File: src/rtl/lsensor_seq_mc.sv
// Multi-channel line-sensor readout sequencer: one timing engine drives NUM_CH sensors in
// lockstep, fetches integration/line/blank settings from config RAM and emits pixel strobes.
module lsensor_seq_mc #(
   parameter int unsigned PIX_NUM    = 512,
   parameter int unsigned NUM_CH     = 2,
   parameter int unsigned RAM_LAT    = 1,
   parameter int unsigned SP_TIMEOUT = 4096
) (
   input  logic                       clk,
   input  logic                       rst,
   input  logic                       start_in,
   input  logic                       stop_in,
   input  logic                       cont_mode_in,
   output logic                       reset_o,
   output logic                       sensor_clk_o,
   input  logic [NUM_CH-1:0]          ad_sp,
   output logic                       pix_valid_o,
   output logic [$clog2(PIX_NUM)-1:0] pix_idx_o,
   output logic [15:0]                line_idx_o,
   output logic                       busy_o,
   output logic                       done_o,
   output logic [1:0]                 err_o,
   output logic                       cfg_ram_rd_o,
   output logic [7:0]                 cfg_ram_addr_o,
   input  logic [31:0]                cfg_ram_din
);

   localparam int unsigned PixW = $clog2(PIX_NUM);

   typedef enum logic [2:0] {
      StIdle, StCfgRd, StInteg, StWaitSp, StData, StBlank, StDone
   } state_e;

   state_e      state_q, state_d;
   logic [31:0] cnt_q, cnt_d;            // shared per-state cycle counter
   logic [31:0] integ_q, integ_d;
   logic [31:0] lines_q, lines_d;
   logic [31:0] blank_q, blank_d;
   logic [31:0] line_cnt_q, line_cnt_d;  // lines finished in this capture (not wrapping at 16 bits)
   logic [15:0] line_idx_q, line_idx_d;
   logic        cont_q, cont_d;
   logic [1:0]  err_q, err_d;
   logic        start_q;
   logic        start_edge;
   logic        skew;
   logic [31:0] din_nz;

   assign start_edge = start_in & ~start_q;
   // Any channel disagreeing with channel 0 counts as skew.
   assign skew       = (ad_sp != {NUM_CH{ad_sp[0]}});
   // A zero setting behaves as one.
   assign din_nz     = (cfg_ram_din == 32'd0) ? 32'd1 : cfg_ram_din;

   // Next-state and datapath updates; stop_in overrides everything outside idle.
   always_comb begin
      state_d    = state_q;
      cnt_d      = cnt_q;
      integ_d    = integ_q;
      lines_d    = lines_q;
      blank_d    = blank_q;
      line_cnt_d = line_cnt_q;
      line_idx_d = line_idx_q;
      cont_d     = cont_q;
      err_d      = err_q;
      unique case (state_q)
         StIdle: begin
            if (start_edge && !stop_in) begin
               state_d    = StCfgRd;
               cnt_d      = '0;
               cont_d     = cont_mode_in;
               err_d      = '0;
               line_idx_d = '0;
               line_cnt_d = '0;
            end
         end
         StCfgRd: begin
            // Reads go out at cnt 0..2; each lands RAM_LAT cycles later.
            cnt_d = cnt_q + 32'd1;
            if (cnt_q == RAM_LAT) integ_d = din_nz;
            if (cnt_q == RAM_LAT + 1) lines_d = din_nz;
            if (cnt_q == RAM_LAT + 2) begin
               blank_d = din_nz;
               state_d = StInteg;
               cnt_d   = '0;
            end
         end
         StInteg: begin
            if (cnt_q == integ_q - 32'd1) begin
               state_d = StWaitSp;
               cnt_d   = '0;
            end else begin
               cnt_d = cnt_q + 32'd1;
            end
         end
         StWaitSp: begin
            if (ad_sp[0]) begin
               if (skew) err_d[1] = 1'b1;
               state_d = StData;
               cnt_d   = '0;
            end else if (cnt_q == SP_TIMEOUT - 1) begin
               err_d[0] = 1'b1;
               state_d  = StDone;
               cnt_d    = '0;
            end else begin
               cnt_d = cnt_q + 32'd1;
            end
         end
         StData: begin
            if (cnt_q == PIX_NUM - 1) begin
               state_d = StBlank;
               cnt_d   = '0;
            end else begin
               cnt_d = cnt_q + 32'd1;
            end
         end
         StBlank: begin
            if (cnt_q == blank_q - 32'd1) begin
               cnt_d = '0;
               if (!cont_q && (line_cnt_q == lines_q - 32'd1)) begin
                  state_d = StDone;
               end else begin
                  line_idx_d = line_idx_q + 16'd1;
                  line_cnt_d = line_cnt_q + 32'd1;
                  state_d    = StInteg;
               end
            end else begin
               cnt_d = cnt_q + 32'd1;
            end
         end
         StDone: begin
            state_d = StIdle;
            cnt_d   = '0;
         end
         default: begin
            state_d = StIdle;
            cnt_d   = '0;
         end
      endcase
      if (stop_in && (state_q != StIdle)) begin
         state_d = StIdle;
         cnt_d   = '0;
      end
   end

   // State and configuration registers.
   always_ff @(posedge clk or posedge rst) begin
      if (rst) begin
         state_q    <= StIdle;
         cnt_q      <= '0;
         integ_q    <= '0;
         lines_q    <= '0;
         blank_q    <= '0;
         line_cnt_q <= '0;
         line_idx_q <= '0;
         cont_q     <= 1'b0;
         err_q      <= '0;
         start_q    <= 1'b0;
      end else begin
         state_q    <= state_d;
         cnt_q      <= cnt_d;
         integ_q    <= integ_d;
         lines_q    <= lines_d;
         blank_q    <= blank_d;
         line_cnt_q <= line_cnt_d;
         line_idx_q <= line_idx_d;
         cont_q     <= cont_d;
         err_q      <= err_d;
         start_q    <= start_in;
      end
   end

   // Outputs decoded from registered state so reset clears them at once.
   always_comb begin
      reset_o        = (state_q == StInteg);
      pix_valid_o    = (state_q == StData);
      pix_idx_o      = (state_q == StData) ? cnt_q[PixW-1:0] : '0;
      line_idx_o     = line_idx_q;
      busy_o         = (state_q != StIdle);
      done_o         = (state_q == StDone);
      err_o          = err_q;
      cfg_ram_rd_o   = (state_q == StCfgRd) && (cnt_q < 32'd3);
      cfg_ram_addr_o = cfg_ram_rd_o ? (cnt_q[7:0] + 8'd1) : 8'd0;
   end

   assign sensor_clk_o = ~clk;

endmodule

File: config.mk
export PLATFORM = sky130hd
export DESIGN_NAME = lsensor_seq_mc
export DESIGN_NICKNAME = d
export VERILOG_FILES = /design/src/rtl/lsensor_seq_mc.sv
export SDC_FILE = /design/constraint.sdc
export NUM_CORES = 1
export LEC_CHECK = 0
export CAP_MARGIN = 10
export CORE_MARGIN = 1
export CORE_UTILIZATION = 50
export CTS_CLUSTER_SIZE = 10
export DETAILED_ROUTE_END_ITERATION = 10
export HOLD_SLACK_MARGIN = 0.06
export PLACE_DENSITY = 0.66
export SLEW_MARGIN = 10
export SYNTH_ARGS = -nofsm -noshare
export SYNTH_HDL_FRONTEND = slang
export SYNTH_SLANG_ARGS = --single-unit
File: constraint.sdc
create_clock -name clk -period 6.75 [get_ports clk]
set_input_delay 1.0125 -clock clk [delete_from_list [all_inputs] [get_ports clk]]
set_output_delay 1.0125 -clock clk [all_outputs]
set_load 0.1 [all_outputs]
==> impl_results.md <==
* Outcome: finished, final reports clean
* Cell count after synthesis at 1338
* Initial core utilization at 51.1%
* Crit path max-delay family: buffers and inverters
* Violation count after the first detailed-route iteration at 841
* Mean Syn Cell Area at 8.96 um2
* # fillers at 2112
* R2R setup slack at 1810 ps
* Clock H-tree levels at 4
* Critical path's slowest cell: clkdlybuf4s50_1
* Final setup viols at 0
* Synth top area share at 38.2%
* Netlist Area Pre-Place at 12000 um2
* Via Count at 10230
* Power, Total at 0.00434 W
* Initial antenna violation count at 0
* Cell accounting for the most synthesized area: dfrtp_1
* Drt first pass iters at 5
* TritonCTS buffer count at 17
* CP most frequent cell: clkbuf_16
* Hold wc startpoint: err_o[1]
* CTS clk-pin slew, worst paths at 60 ps
* Post-synthesis register bit count at 183
* WL/cell at 19.3 um
* Post-DRT Antenna Nets at 0
* Post-CTS Hold Fix Bufs at 0
* Clock latency on the worst-skew pair at 440 ps
* First-pass GRT wire length at 52200 um
* Total track usage at 27.7%
* Worst endpoint required time at 5740 ps
* Final Net Count at 1408
* DP Area at 12800 um2
* Port Buf Inserts at 73
* Max-slew violation count at 0
* Grt ovf at 0
* Tightest Pin Transition at 996 ps
* Cell leakage power at 5.24 nW
* Hold EP: err_o[1]
* Worst-path maximum fanout at 16
* Placer Congestion at 0.944
* Max-Cap Viols at 0
* Setup TNS at 0 ps
* Worst Setup End Kind: output port
* Dominant synthesized flop cell: dfrtp_1
* Async S/R FF share, synth at 100%
* Die Y at 157 um
* Number of synthesized flops with an enable pin at 0
* Register area share after synthesis at 38.2%
* Die footprint at 24600 um2
* Die width at 157 um
* Post-CTS Setup Repair Bufs at 0
* Reg-to-reg critical path endpoint: line_cnt_q[17]
* Core Rows at 56
* CTS tree: yes
* HP Class: reg2reg
* Synth cell types at 73
* Detailed-route wire length at 32600 um
* N_diodes at 0
* Slowest stage delay, CP at 1120 ps
* Top-Level Pins at 80
* Worst R2R Start: blank_q[0]
* VDD IR max at 277 uV
* Pwr Density at 322 nW/um2
* Crit path buf inv count at 4
* Core ar. at 23500 um2
* Vias in the first global route at 9669
* CTS Buffer Depth at 2
* Crit Path Class: clk2out
* R2R depth at 13
* Dominant cells by area after synthesis: dfrtp_1 (38%), mux2_2 (8.8%), xnor2_1 (6.6%)
* CP startpoint kind: clock port
* Post-DP HPWL at 23500 um
* CP Data Arrival Time at 4960 ps
* Crit path cell chain: clkbuf_16 > clkbuf_16 > inv_1 > clkdlybuf4s50_1
* Post-route cell area at 13500 um2
* Worst hold stages at 2
* Syn-to-layout area delta at 12.5%
* RSZ-0062 raised after global routing: no
* Largest net degree at the start of global routing at 113
* Root Buffer: clkbuf_16
* Synth warn at 0
* DRC Markers at 0
* Resize count post-CTS at 0
* Max_slew headroom at 33.4%
* Vias per inst at 6.05
* Share of cells above drive strength 1 at 11.6%
* Final hold violation count at 0
* Clock skew at 18.1 ps
registers in the layout, summed over array words and instances, names as in the netlist:
name / cells
blank_q: 32
cnt_q: 32
cont_q: 1
err_o: 2
integ_q: 32
line_cnt_q: 32
line_idx_o: 16
lines_q: 32
start_q: 1
state_q: 3
cell families after synthesis:
kind of cell | share of synthesized area (%)
AND/OR/NAND/NOR | 25.7
AO/OA/AOI/OAI | 10.9
flip-flops | 38.2
XOR/XNOR | 10.3
buffers and inverters | 4.14
multiplexers | 9.83
adder cells (fa/ha/maj) | 0.939
other | 0.0313
per-stage QoR:
| step | util (%) | setup slack, ps | hold slack, ps | cells |
|---|---|---|---|---|
| 2_1_floorplan | - | 765 | 446 | 1343 |
| 3_3_place_gp | 54.7 | 1220 | 464 | 1660 |
| 3_5_place_dp | 54.7 | 1220 | 469 | 1660 |
| 4_1_cts | 57.5 | 763 | 484 | 1691 |
| 5_1_grt | 57.5 | 754 | 513 | 1691 |
| 6_report | 57.5 | 782 | 476 | 1691 |
where the power goes:
| part | total, W | switching [W] | internal, W |
|---|---|---|---|
| clock network | 0.00117 | 0.000516 | 0.000656 |
| registers | 0.00169 | 0.000371 | 0.00132 |
| logic | 0.00148 | 0.000901 | 0.000578 |
| total | 0.00434 | 0.00179 | 0.00255 |
layout by cell type, fill, tap and decap left out, types with 18 or more instances in the layout:
cell type        synthesis  final
nand3_1                 66     66
mux2_2                  94     94
nor4_1                  37     37
nor2_1                 103    102
xnor2_1                 90     90
clkdlybuf4s50_1          0     73
dfrtp_1                183    183
and3_1                  39     39
inv_1                   33     32
nand2_1                116    116
o21ai_0                 56     56
or4_1                   18     18
a21oi_1                 37     36
nand4_1                 27     27
or3_1                   24     24
xor2_1                  51     51
nor3_1                  68     68
synthesized netlist by cell type (11+ instances only):
master	n
mux2_2	94
o21ai_1	15
nand4_1	27
dfrtp_1	183
xor2_1	51
nand3_1	66
or3_1	24
nor3_1	68
clkbuf_1	56
or4_1	18
o21ai_0	56
xnor2_1	90
nor2_1	103
mux2i_1	12
inv_1	33
nor4_1	37
nand2_1	116
nand2b_1	15
a21oi_1	37
a31oi_1	11
and3_1	39
worst min-delay path, delay by kind of cell, from the launching register on:
kind	cells	cell delay [ps]
compound gates	1	60
simple gates	1	50
flops	1	340
worst max path at each step:
stage	start	end	slack [ps]	cells past startpoint
2_1_floorplan	rst	blank_q[0]	770	1
3_3_place_gp	clk	sensor_clk_o	1220	2
3_5_place_dp	clk	sensor_clk_o	1220	2
4_1_cts	clk	sensor_clk_o	760	4
5_1_grt	clk	sensor_clk_o	750	4
6_report	clk	sensor_clk_o	780	4
layer usage:
metal	wire length [um]	track usage, %	share of wire (%)	up-vias
met5	0	0	0	-
met4	1090	11.2	3.3	0
li1	-	-	-	4844
met2	15500	45.0	47	274
met3	1620	3.68	5.0	60
met1	14500	37.0	44	5052
cell type report:
cell class	count	area, um2	area share (%)
Multi-Input combinational cell	1042	6940	51.4
Sequential cell	183	4580	33.9
Timing Repair Buffer	81	788	5.84
Clock buffer	20	463	3.43
Tap cell	319	399	2.96
Clock inverter	13	191	1.42
Inverter	33	131	0.974
No activity file was read; power rests on OpenSTA's default activity.
==> RTL change (config.mk and constraints unchanged) <==
Register the output `line_idx_o`, with the module's reset; this adds one clock of latency there. The other outputs are not delayed to match.
--- a/src/rtl/lsensor_seq_mc.sv
+++ b/src/rtl/lsensor_seq_mc.sv
@@ -30,6 +30,8 @@
    typedef enum logic [2:0] {
       StIdle, StCfgRd, StInteg, StWaitSp, StData, StBlank, StDone
    } state_e;
+
+   logic [15:0] line_idx_c;
 
    state_e      state_q, state_d;
    logic [31:0] cnt_q, cnt_d;            // shared per-state cycle counter
@@ -174,7 +176,7 @@
       reset_o        = (state_q == StInteg);
       pix_valid_o    = (state_q == StData);
       pix_idx_o      = (state_q == StData) ? cnt_q[PixW-1:0] : '0;
-      line_idx_o     = line_idx_q;
+      line_idx_c     = line_idx_q;
       busy_o         = (state_q != StIdle);
       done_o         = (state_q == StDone);
       err_o          = err_q;
@@ -184,5 +186,13 @@
 
    assign sensor_clk_o = ~clk;
 
+   always_ff @(posedge clk or posedge rst) begin
+      if (rst) begin
+         line_idx_o <= '0;
+      end else begin
+         line_idx_o <= line_idx_c;
+      end
+   end
+
 endmodule
 
Check against the original RTL: same outputs for any inputs over 4 cycles, from zero or initial values and one cycle with rst high; that may be too few to reach the edited logic, so the function may still have changed.
==> RTL change against the original RTL <==
  * Area after synthesis grew 3.2%
  * Non-clock buffer count fell by 1
  * Sequential cell count increased by 16
  * Via count rose by 1.4%
  * Design area grew 2.7%
  * Setup slack worse by 0.011 ns
  * Power increased by 10%
  * Routed wire length increased by 1.7%
==> RTL change: results (changes against the original RTL) <==
| Metric | Value |
|---|---|
| Post-Layout Cell Count | `1,702 (+0.65%)` |
| Clk slew on worst S/H paths | `0.08 ns (+0.02 ns)` |
| Resize count post-CTS | `0 (unchanged)` |
| 1st-pass router iterations | `6 (+1)` |
| WL per Instance | `19.5 um (+1.0%)` |
| Worst-skew pair later-pin latency | `0.45 ns` |
| H-Tree Depth | `4 (unchanged)` |
| CTS buffer count | `17 (unchanged)` |
| Clock Root Buffer | `clkbuf_16` |
| Final Worst Setup Slack | `0.771 ns (-0.0111 ns)` |
| DR iter-0 viols | `1,061 (+26%)` |
| Initial antenna violation count | `1 (+1)` |
| First-pass GRT wire length | `53.1 mm (+1.6%)` |
| Nets | `1,413 (+0.36%)` |
| Worst slack, placed | `1.22 ns (unchanged)` |
| Mean Syn Cell Area | `9.19 um2 (+2.5%)` |
| Worst Path Max Fanout | `17 (+1)` |
| GRT Total Usage | `0.265 (-0.0111)` |
| # Post-CTS Setup Buffers | `0 (unchanged)` |
| Diode count | `0 (unchanged)` |
| Async S/R FF share, synth | `1.00 (unchanged)` |
| PortBufs | `73 (unchanged)` |
| Post-DR vias/cell | `6.09 (+0.74%)` |
| Largest net degree at the start of global routing | `78 (-31%)` |
| Worst ir drop on vdd | `0.000170 V (-38%)` |
| Layout cells sized above 1 | `0.125 (+0.00893)` |
| Top cells by count, synth | `dfrtp_1 (199), nand2_1 (105), nor2_1 (98)` |
| Post-detail-place hpwl | `24.4 mm (+3.8%)` |
| Max Root-Sink Buffers | `2 (unchanged)` |
| Number of global-route vias before repair | `9,529 (-1.4%)` |
| Hold WS | `0.382 ns (-0.0949 ns)` |
| Static Leakage | `0.00523 uW (-0.24%)` |
| RD Place Congestion | `0.960 (+1.7%)` |
| Post-synth top area cell | `dfrtp_1` |
| Yosys warning count | `0 (unchanged)` |
| Status | `completed` |
| Synth unique cells | `76 (+4.1%)` |
| Register area share after synthesis | `0.402 (+0.0204)` |
| R2R Setup Slk | `1.84 ns (+0.03 ns)` |
| Slew HR | `0.329 (-0.00503)` |
| Internal Power | `2710 uW (+6.3%)` |
| Synth area leaders | `dfrtp_1 (40%), mux2_2 (8.6%), xnor2_1 (6.1%)` |
| Worst min path class | `flop to flop` |
| Crit path DAT | `4.97 ns (about the same)` |
| Skew final | `0.0229 ns (+0.00484 ns)` |
[RTL change: layer usage]
metal	wire length, um	part of all wire	GRT usage
met1	16100	0.49	0.401
met4	584	0.018	0.0765
met3	1690	0.051	0.0401
met5	13	0.00039	0
met2	14800	0.45	0.392
[RTL change: cells by family after synthesis]
family,share of synthesized area
flops,0.402
fa+ha+maj,0.00910
xor+xnor,0.0899
simple gates,0.231
mux,0.0953
buf+inv,0.0415
other cells,0.000303
compound gates,0.130
[RTL change: layout make-up]
class	count	area [um2]
Inverter	37	146
Clock inverter	16	185
Multi-Input combinational cell	1028	6920
Timing Repair Buffer	80	781
Sequential cell	199	4980
Tap cell	324	405
Fill cell	2149	10500
Clock buffer	18	435
[RTL change: final timing paths]
check / start / to / cells past startpoint
setup / recovery: clk / sensor_clk_o / 4
hold / removal: line_idx_c[15] / line_idx_o[15] / 0
setup reg to reg: blank_q[0] / cnt_q[30] / 12
hold reg to reg: line_idx_c[15] / line_idx_o[15] / 0
max in group asynchronous: rst / cnt_q[21] / 3
min in group asynchronous: rst / line_idx_o[3] / 2
[RTL change: power groups by stage]
| stage | sequential, uW | clock (uW) | combinational [uW] |
|---|---|---|---|
| 6_report | 1890 | 1120 | 1780 |
| 5_1_grt | 1930 | 1190 | 1930 |
| 4_1_cts | 1880 | 1140 | 1770 |
| 3_5_place_dp | 1900 | 60.2 | 1750 |
| 3_3_place_gp | 1890 | 60.2 | 1740 |
| 2_1_floorplan | 1740 | 48.9 | 1420 |
[RTL change: worst max-delay path: stages]
cell and delay (ns):
clkbuf_16 0.20, clkbuf_16 0.20, inv_1 0.05, clkdlybuf4s50_1 1.11
[RTL change: per-stage QoR]
stage | area, um2 | utilization
6_report | 13900 | 0.570
5_1_grt | 13900 | 0.570
4_1_cts | 13900 | 0.570
3_5_place_dp | 13300 | 0.545
3_3_place_gp | 13300 | 0.545
2_1_floorplan | 12400 | -
